==> src/rtl/decode_stage.sv <==
// Instruction decode stage: 32-entry register file with write-through bypass,
// RV32I/RV64I opcode decoding, a load-use interlock, and one output register
// slice with a valid/ready handshake on both sides.
// XLEN must be 32 or 64.
module decode_stage #(
    parameter int unsigned XLEN = 64,
    parameter bit          RV64 = 1'b1
) (
    input  logic            clk,
    input  logic            rst_n,
    input  logic            i_if_valid,
    output logic            o_if_ready,
    input  logic [31:0]     i_if_instr,
    input  logic [XLEN-1:0] i_if_pc,
    input  logic            i_wb_wr_reg_en,
    input  logic [4:0]      i_wb_wr_reg_addr,
    input  logic [XLEN-1:0] i_wb_wr_reg_data,
    input  logic            i_ex_load_valid,
    input  logic [4:0]      i_ex_load_rd,
    input  logic            i_flush,
    input  logic            i_ex_ready,
    output logic            o_id_valid,
    output logic [XLEN-1:0] o_id_pc,
    output logic [XLEN-1:0] o_id_rs1_data,
    output logic [XLEN-1:0] o_id_rs2_data,
    output logic [XLEN-1:0] o_id_imm,
    output logic [4:0]      o_id_rd_addr,
    output logic            o_id_rd_wen,
    output logic [2:0]      o_id_funct3,
    output logic            o_id_funct7b5,
    output logic            o_id_word,
    output logic [3:0]      o_id_opclass,
    output logic            o_id_illegal
);

    localparam logic [6:0] OpLui    = 7'b0110111;
    localparam logic [6:0] OpAuipc  = 7'b0010111;
    localparam logic [6:0] OpJal    = 7'b1101111;
    localparam logic [6:0] OpJalr   = 7'b1100111;
    localparam logic [6:0] OpBranch = 7'b1100011;
    localparam logic [6:0] OpLoad   = 7'b0000011;
    localparam logic [6:0] OpStore  = 7'b0100011;
    localparam logic [6:0] OpImm    = 7'b0010011;
    localparam logic [6:0] OpReg    = 7'b0110011;
    localparam logic [6:0] OpImm32  = 7'b0011011;
    localparam logic [6:0] OpReg32  = 7'b0111011;

    localparam logic [3:0] ClsLui     = 4'd0;
    localparam logic [3:0] ClsAuipc   = 4'd1;
    localparam logic [3:0] ClsJal     = 4'd2;
    localparam logic [3:0] ClsJalr    = 4'd3;
    localparam logic [3:0] ClsBranch  = 4'd4;
    localparam logic [3:0] ClsLoad    = 4'd5;
    localparam logic [3:0] ClsStore   = 4'd6;
    localparam logic [3:0] ClsOpImm   = 4'd7;
    localparam logic [3:0] ClsOp      = 4'd8;
    localparam logic [3:0] ClsOpImm32 = 4'd9;
    localparam logic [3:0] ClsOp32    = 4'd10;
    localparam logic [3:0] ClsIllegal = 4'd15;

    logic [XLEN-1:0] rf_q [32];

    logic            valid_q, valid_d;
    logic [XLEN-1:0] pc_q, pc_d;
    logic [XLEN-1:0] rs1_data_q, rs1_data_d;
    logic [XLEN-1:0] rs2_data_q, rs2_data_d;
    logic [XLEN-1:0] imm_q, imm_d;
    logic [4:0]      rd_addr_q, rd_addr_d;
    logic            rd_wen_q, rd_wen_d;
    logic [2:0]      funct3_q, funct3_d;
    logic            funct7b5_q, funct7b5_d;
    logic            word_q, word_d;
    logic [3:0]      opclass_q, opclass_d;
    logic            illegal_q, illegal_d;
    // Source addresses of the held instruction (0 when unused) for late WB capture.
    logic [4:0]      rs1_addr_q, rs1_addr_d;
    logic [4:0]      rs2_addr_q, rs2_addr_d;

    logic [6:0]      opcode;
    logic [4:0]      rs1_a, rs2_a, rd_a;
    logic [3:0]      cls;
    logic            rs1_used, rs2_used, writes_rd;
    logic [31:0]     imm32;
    logic [XLEN-1:0] rs1_rd, rs2_rd;
    logic            hazard, accept, hold;

    assign opcode = i_if_instr[6:0];
    assign rd_a   = i_if_instr[11:7];
    assign rs1_a  = i_if_instr[19:15];
    assign rs2_a  = i_if_instr[24:20];

    // Opcode to operation class; the 32-bit word ops exist only on RV64.
    always_comb begin
        cls = ClsIllegal;
        case (opcode)
            OpLui:    cls = ClsLui;
            OpAuipc:  cls = ClsAuipc;
            OpJal:    cls = ClsJal;
            OpJalr:   cls = ClsJalr;
            OpBranch: cls = ClsBranch;
            OpLoad:   cls = ClsLoad;
            OpStore:  cls = ClsStore;
            OpImm:    cls = ClsOpImm;
            OpReg:    cls = ClsOp;
            OpImm32:  cls = RV64 ? ClsOpImm32 : ClsIllegal;
            OpReg32:  cls = RV64 ? ClsOp32 : ClsIllegal;
            default:  cls = ClsIllegal;
        endcase
    end

    // Per-class operand usage, rd write and immediate format.
    always_comb begin
        rs1_used  = 1'b0;
        rs2_used  = 1'b0;
        writes_rd = 1'b0;
        imm32     = '0;
        case (cls)
            ClsLui, ClsAuipc: begin
                writes_rd = 1'b1;
                imm32     = {i_if_instr[31:12], 12'b0};
            end
            ClsJal: begin
                writes_rd = 1'b1;
                imm32     = {{12{i_if_instr[31]}}, i_if_instr[19:12], i_if_instr[20],
                             i_if_instr[30:21], 1'b0};
            end
            ClsJalr, ClsLoad, ClsOpImm, ClsOpImm32: begin
                writes_rd = 1'b1;
                rs1_used  = 1'b1;
                imm32     = {{20{i_if_instr[31]}}, i_if_instr[31:20]};
            end
            ClsBranch: begin
                rs1_used = 1'b1;
                rs2_used = 1'b1;
                imm32    = {{20{i_if_instr[31]}}, i_if_instr[7], i_if_instr[30:25],
                            i_if_instr[11:8], 1'b0};
            end
            ClsStore: begin
                rs1_used = 1'b1;
                rs2_used = 1'b1;
                imm32    = {{20{i_if_instr[31]}}, i_if_instr[31:25], i_if_instr[11:7]};
            end
            ClsOp, ClsOp32: begin
                writes_rd = 1'b1;
                rs1_used  = 1'b1;
                rs2_used  = 1'b1;
            end
            default: ;
        endcase
    end

    // Register file reads with write-through bypass from the WB port.
    always_comb begin
        if (rs1_a == 5'd0) begin
            rs1_rd = '0;
        end else if (i_wb_wr_reg_en && (i_wb_wr_reg_addr == rs1_a)) begin
            rs1_rd = i_wb_wr_reg_data;
        end else begin
            rs1_rd = rf_q[rs1_a];
        end
        if (rs2_a == 5'd0) begin
            rs2_rd = '0;
        end else if (i_wb_wr_reg_en && (i_wb_wr_reg_addr == rs2_a)) begin
            rs2_rd = i_wb_wr_reg_data;
        end else begin
            rs2_rd = rf_q[rs2_a];
        end
    end

    // Load-use interlock and handshake.
    always_comb begin
        hazard = i_ex_load_valid && (i_ex_load_rd != 5'd0) &&
                 ((rs1_used && (rs1_a == i_ex_load_rd)) ||
                  (rs2_used && (rs2_a == i_ex_load_rd)));
        o_if_ready = !i_flush && !hazard && (!valid_q || i_ex_ready);
        accept     = i_if_valid && o_if_ready;
        hold       = valid_q && !i_ex_ready;
    end

    // Next state of the output slice: load, hold (with late WB capture) or drain.
    always_comb begin
        valid_d    = valid_q;
        pc_d       = pc_q;
        rs1_data_d = rs1_data_q;
        rs2_data_d = rs2_data_q;
        imm_d      = imm_q;
        rd_addr_d  = rd_addr_q;
        rd_wen_d   = rd_wen_q;
        funct3_d   = funct3_q;
        funct7b5_d = funct7b5_q;
        word_d     = word_q;
        opclass_d  = opclass_q;
        illegal_d  = illegal_q;
        rs1_addr_d = rs1_addr_q;
        rs2_addr_d = rs2_addr_q;
        if (accept) begin
            valid_d    = 1'b1;
            pc_d       = i_if_pc;
            rs1_data_d = rs1_used ? rs1_rd : '0;
            rs2_data_d = rs2_used ? rs2_rd : '0;
            rs1_addr_d = rs1_used ? rs1_a : 5'd0;
            rs2_addr_d = rs2_used ? rs2_a : 5'd0;
            imm_d      = XLEN'($signed(imm32));
            rd_addr_d  = writes_rd ? rd_a : 5'd0;
            rd_wen_d   = writes_rd && (rd_a != 5'd0);
            funct3_d   = (cls != ClsIllegal) ? i_if_instr[14:12] : 3'd0;
            funct7b5_d = (cls != ClsIllegal) && i_if_instr[30];
            word_d     = (cls == ClsOpImm32) || (cls == ClsOp32);
            opclass_d  = cls;
            illegal_d  = (cls == ClsIllegal);
        end else begin
            if (hold) begin
                if (i_wb_wr_reg_en && (i_wb_wr_reg_addr != 5'd0)) begin
                    if (i_wb_wr_reg_addr == rs1_addr_q) rs1_data_d = i_wb_wr_reg_data;
                    if (i_wb_wr_reg_addr == rs2_addr_q) rs2_data_d = i_wb_wr_reg_data;
                end
            end else begin
                valid_d = 1'b0;
            end
            if (i_flush) valid_d = 1'b0;
        end
    end

    // Register file storage; x0 is never written.
    always_ff @(posedge clk or negedge rst_n) begin
        if (!rst_n) begin
            for (int i = 0; i < 32; i++) rf_q[i] <= '0;
        end else if (i_wb_wr_reg_en && (i_wb_wr_reg_addr != 5'd0)) begin
            rf_q[i_wb_wr_reg_addr] <= i_wb_wr_reg_data;
        end
    end

    // Output slice registers.
    always_ff @(posedge clk or negedge rst_n) begin
        if (!rst_n) begin
            valid_q    <= 1'b0;
            pc_q       <= '0;
            rs1_data_q <= '0;
            rs2_data_q <= '0;
            imm_q      <= '0;
            rd_addr_q  <= '0;
            rd_wen_q   <= 1'b0;
            funct3_q   <= '0;
            funct7b5_q <= 1'b0;
            word_q     <= 1'b0;
            opclass_q  <= '0;
            illegal_q  <= 1'b0;
            rs1_addr_q <= '0;
            rs2_addr_q <= '0;
        end else begin
            valid_q    <= valid_d;
            pc_q       <= pc_d;
            rs1_data_q <= rs1_data_d;
            rs2_data_q <= rs2_data_d;
            imm_q      <= imm_d;
            rd_addr_q  <= rd_addr_d;
            rd_wen_q   <= rd_wen_d;
            funct3_q   <= funct3_d;
            funct7b5_q <= funct7b5_d;
            word_q     <= word_d;
            opclass_q  <= opclass_d;
            illegal_q  <= illegal_d;
            rs1_addr_q <= rs1_addr_d;
            rs2_addr_q <= rs2_addr_d;
        end
    end

    assign o_id_valid    = valid_q;
    assign o_id_pc       = pc_q;
    assign o_id_rs1_data = rs1_data_q;
    assign o_id_rs2_data = rs2_data_q;
    assign o_id_imm      = imm_q;
    assign o_id_rd_addr  = rd_addr_q;
    assign o_id_rd_wen   = rd_wen_q;
    assign o_id_funct3   = funct3_q;
    assign o_id_funct7b5 = funct7b5_q;
    assign o_id_word     = word_q;
    assign o_id_opclass  = opclass_q;
    assign o_id_illegal  = illegal_q;

endmodule

==> config.mk <==
export PLATFORM = sky130hd
export DESIGN_NAME = decode_stage
export DESIGN_NICKNAME = d
export VERILOG_FILES = /design/src/rtl/decode_stage.sv
export SDC_FILE = /design/constraint.sdc
export NUM_CORES = 2
export LEC_CHECK = 0
export ABC_CLOCK_PERIOD_IN_PS = 5100
export CORE_MARGIN = 2
export CORE_UTILIZATION = 45
export DETAILED_ROUTE_END_ITERATION = 16
export GPL_TIMING_DRIVEN = 0
export PLACE_DENSITY_LB_ADDON = 0.2
export SETUP_SLACK_MARGIN = 0.05
export SLEW_MARGIN = 20
export SYNTH_ARGS = -nofsm -noshare
export SYNTH_HDL_FRONTEND = slang
export SYNTH_SLANG_ARGS = --single-unit
==> constraint.sdc <==
create_clock -name clk -period 5.1 [get_ports clk]
set_input_delay 0.765 -clock clk [delete_from_list [all_inputs] [get_ports clk]]
set_output_delay 0.765 -clock clk [all_outputs]
set_load 0.005 [all_outputs]
==> results.sh <==
export IMPL_grt_pass1_wl_um=712000
export IMPL_grt_start_max_net_pins=153
export IMPL_drive_gt1_share_pct=46.5
export IMPL_arrival_ps=5630
export IMPL_drt_iter0_drc=12400
export IMPL_drt_wirelength_per_cell_um=42.0
export IMPL_seqCellArea_sq_um=57500
export IMPL_cts_htree_levels=5
export IMPL_finalHoldViolations=0
export IMPL_ys_ff_latch=2299
export IMPL_fin_ws_ps=313
export IMPL_post_cts_resized=0
export IMPL_synth_top_area_share_pct=48.2
export IMPL_fp_dieH_um=519
export IMPL_die_w_um=519
export IMPL_critPathLaunchType="input port"
export IMPL_final_util_pct=53.0
export IMPL_drcViolationCount=0
export IMPL_antenna_found_initial=39
export IMPL_ant_nets=0
export IMPL_synth_area_leader_cell="dfrtp_1"
export IMPL_grt_pass1_vias=86900
export IMPL_synthCells=7925
export IMPL_cts_buffers=277
export IMPL_vdd_drop_max_mv=0.394
export IMPL_synth_distinct_cells=62
export IMPL_seq_area_frac_synth_pct=48.2
export IMPL_fin_cells=12500
export IMPL_dr_pass1_iters=9
export IMPL_dieArea_sq_um=269000
export IMPL_place_ws_ps=-429
export IMPL_drv_slew=0
export IMPL_grt_ovfl_total=0
export IMPL_synth_area_leaders="dfrtp_1, mux4_2, mux2_2, clkbuf_1, a22oi_1"
export IMPL_period_needed_ps=4790
export IMPL_wl_um=523000
export IMPL_cts_setup_buffers=0
export IMPL_criticalPathCategory="input port to register"
export IMPL_ys_warn_count=0
export IMPL_clockRootBuffer="clkbuf_16"
export IMPL_gp_congestion=0.971
export IMPL_rr_startpoint="o_id_valid"
export IMPL_vias_per_cell=7.01
export IMPL_num_fill_cells=21900
export IMPL_synth_edff_count=0
export IMPL_io_pins=451
export IMPL_synthArstFlopShare_pct=100
export IMPL_grtUsageTotal_pct=38.4
export IMPL_clk_path_buf_depth=4
export IMPL_crit_fanout=10
export IMPL_clkTransAtPathRegs_ps=60
export IMPL_rows=188
export IMPL_worstPathRequired_ps=5940
export IMPL_finalNetCount=8899
export IMPL_worst_slew_pin_slew_ps=1380
export IMPL_synthFlopType="dfrtp_1"
export IMPL_syn_avg_cell_area_sq_um=15.0
export IMPL_status="finished, final reports clean"
export IMPL_start_util_pct=45.3
export IMPL_critPathLaunch="i_if_instr[15]"
export IMPL_relSlewSlack_pct=8.33
export IMPL_place_inst=12000
export IMPL_numPortBuffers=442
export IMPL_vias=87300
export IMPL_clock_latency_ps=960
export IMPL_synth_fp_nets=8102
export IMPL_p_per_area_nw_per_um2=398
export IMPL_worstSetupEndpointType="register"
export IMPL_whs_ps=316
export IMPL_hp_start="i_if_instr[6]"
export IMPL_skew_ps=69.8
export IMPL_syn_cell_area_sq_um=119000
export IMPL_post_dp_hpwl_um=356000
export IMPL_cts_tree="built"
export IMPL_syn_to_final_growth_pct=16.8
export IMPL_core_area_sq_um=263000
export IMPL_setup_viol=0
export IMPL_hold_class="input port to register"
export IMPL_fmax_ghz=0.209
export IMPL_maxCapViolCount=0
export IMPL_clock_sinks=2299
export IMPL_leakagePower_nw=60.5
export IMPL_multi_input_area_sq_um=57900
export IMPL_grt_setup_unrepaired="false"
export IMPL_period_share_pct=93.9
## cells in the mapped netlist (2+ instances only)
library cell	count
dfrtp_1	2299
mux2_2	1985
mux4_2	1121
clkbuf_1	624
nand2_1	456
a22oi_1	283
mux2i_1	181
buf_2	155
o21ai_1	99
o22ai_1	94
buf_1	91
o2111ai_1	62
buf_4	54
nor2_1	52
o22ai_2	46
a21oi_1	42
o21ai_0	40
nand3_1	33
nand3b_1	19
nand4_1	19
o211ai_1	16
xor2_1	16
xnor2_1	15
a211oi_1	13
buf_6	10
nand2b_1	10
nor2b_1	10
nor3_1	10
o21ai_2	7
nor3b_1	6
a31oi_1	5
and2_1	5
or4_1	5
a221oi_1	4
and3b_1	3
o21a_1	3
or2_2	3
a211o_1	2
a21o_1	2
o21bai_1	2
o22a_1	2
## routing by layer
layer | global-route usage, % | vias up | share of wire (%)
met1 | 47.4 | 46600 | 36
met3 | 15.8 | 1867 | 13
li1 | - | 32200 | -
met2 | 55.1 | 6700 | 43
met5 | 0.124 | - | 0.033
met4 | 26.3 | 26 | 8.5
## cell families after synthesis
group / count (synthesis) / synth area share [%]
AO/OA/AOI/OAI: 734 / 4.46
XOR/XNOR: 31 / 0.228
buffers and inverters: 935 / 3.34
flip-flops: 2299 / 48.2
multiplexers: 3287 / 41.4
AND/OR/NAND/NOR: 639 / 2.30
## final cells by class
type,count,area share [%]
antenna,36,0.0647
buffer,934,3.08
clock buffer,400,5.90
clock inverter,60,0.577
inverter,1,0.00270
multi-input combinational,4691,41.6
sequential,2299,41.3
tap,3515,3.16
timing repair buffer,518,4.34
## worst max-delay path: stages
cell	delay, ps
buf_2	280
buf_2	440
buf_4	420
buf_2	580
buf_4	460
nor2_1	240
nand2_1	160
o21a_1	110
buf_2	590
clkbuf_1	970
o2111ai_1	360
o21ai_1	170
## stage by stage
stage          TNS (ps)  power, mW  cell area (sq um)
2_1_floorplan         0       30.8             119000
3_3_place_gp          -       34.5             128000
3_5_place_dp     -13200       35.1             130000
4_1_cts               0       55.0             139000
5_1_grt               0       56.8             139000
6_report              0       55.4             139000
## cells in the final DEF (no fill, tap or decap), types with 15 or more instances in the layout
master	Yosys	final
buf_2	155	225
o22ai_1	94	94
dfrtp_1	2299	2299
bufinv_16	0	18
diode_2	0	36
clkbuf_8	0	56
o21ai_0	40	40
a22oi_1	283	283
clkbuf_2	0	176
buf_6	10	21
buf_4	54	55
o211ai_1	16	16
clkinv_2	0	31
o21ai_1	99	98
xnor2_1	15	15
nand2_1	456	452
clkbuf_16	0	290
mux2_2	1985	1985
clkdlybuf4s50_1	0	441
o2111ai_1	62	62
nor2_1	52	36
clkbuf_1	624	505
mux2i_1	181	181
xor2_1	16	16
mux4_2	1121	1121
nand3_1	33	33
buf_12	0	19
nand4_1	19	19
a21oi_1	42	42
buf_1	91	20
o22ai_2	46	46
nand3b_1	19	19
buf_16	0	35
## sequential cells by signal, summed over array words and instances, names as in the netlist, 3 cells and up
| name | flops |
|---|---|
| o_id_funct3 | 3 |
| o_id_imm | 32 |
| o_id_opclass | 4 |
| o_id_pc | 64 |
| o_id_rd_addr | 5 |
| o_id_rs1_data | 64 |
| o_id_rs2_data | 64 |
| rf_q | 2048 |
| rs1_addr_q | 5 |
| rs2_addr_q | 5 |
## report_power, final
| part | internal [mW] | switching (mW) | leakage, nW | total (mW) |
|---|---|---|---|---|
| Combinational | 6.32 | 5.02 | 26.4 | 11.3 |
| Sequential | 21.5 | 2.38 | 29.6 | 23.9 |
| Clock | 12.0 | 8.14 | 4.44 | 20.2 |
| Total | 39.8 | 15.5 | 60.5 | 55.4 |
## what timing repair did
| item | in CTS | in global routing |
|---|---|---|
| endpoints found under the setup margin | 0 | 5 |
| hold buffers | 1 | 0 |
| hold endpoints to repair | 77 | 0 |
## path summary, 6_finish.rpt
| kind | to | slack (ps) | cells past startpoint |
|---|---|---|---|
| setup reg to reg | o_id_rs1_data[26] | 1210 | 9 |
| max in group asynchronous | rf_q[167] | 920 | 8 |
| setup / recovery | o_id_rs1_data[38] | 310 | 12 |
| hold reg to reg | o_id_rd_addr[4] | 460 | 2 |
| min in group asynchronous | o_id_rd_addr[1] | 520 | 3 |
| hold / removal | o_id_opclass[0] | 320 | 3 |
Note: power is estimated with default switching activity, not from simulation.
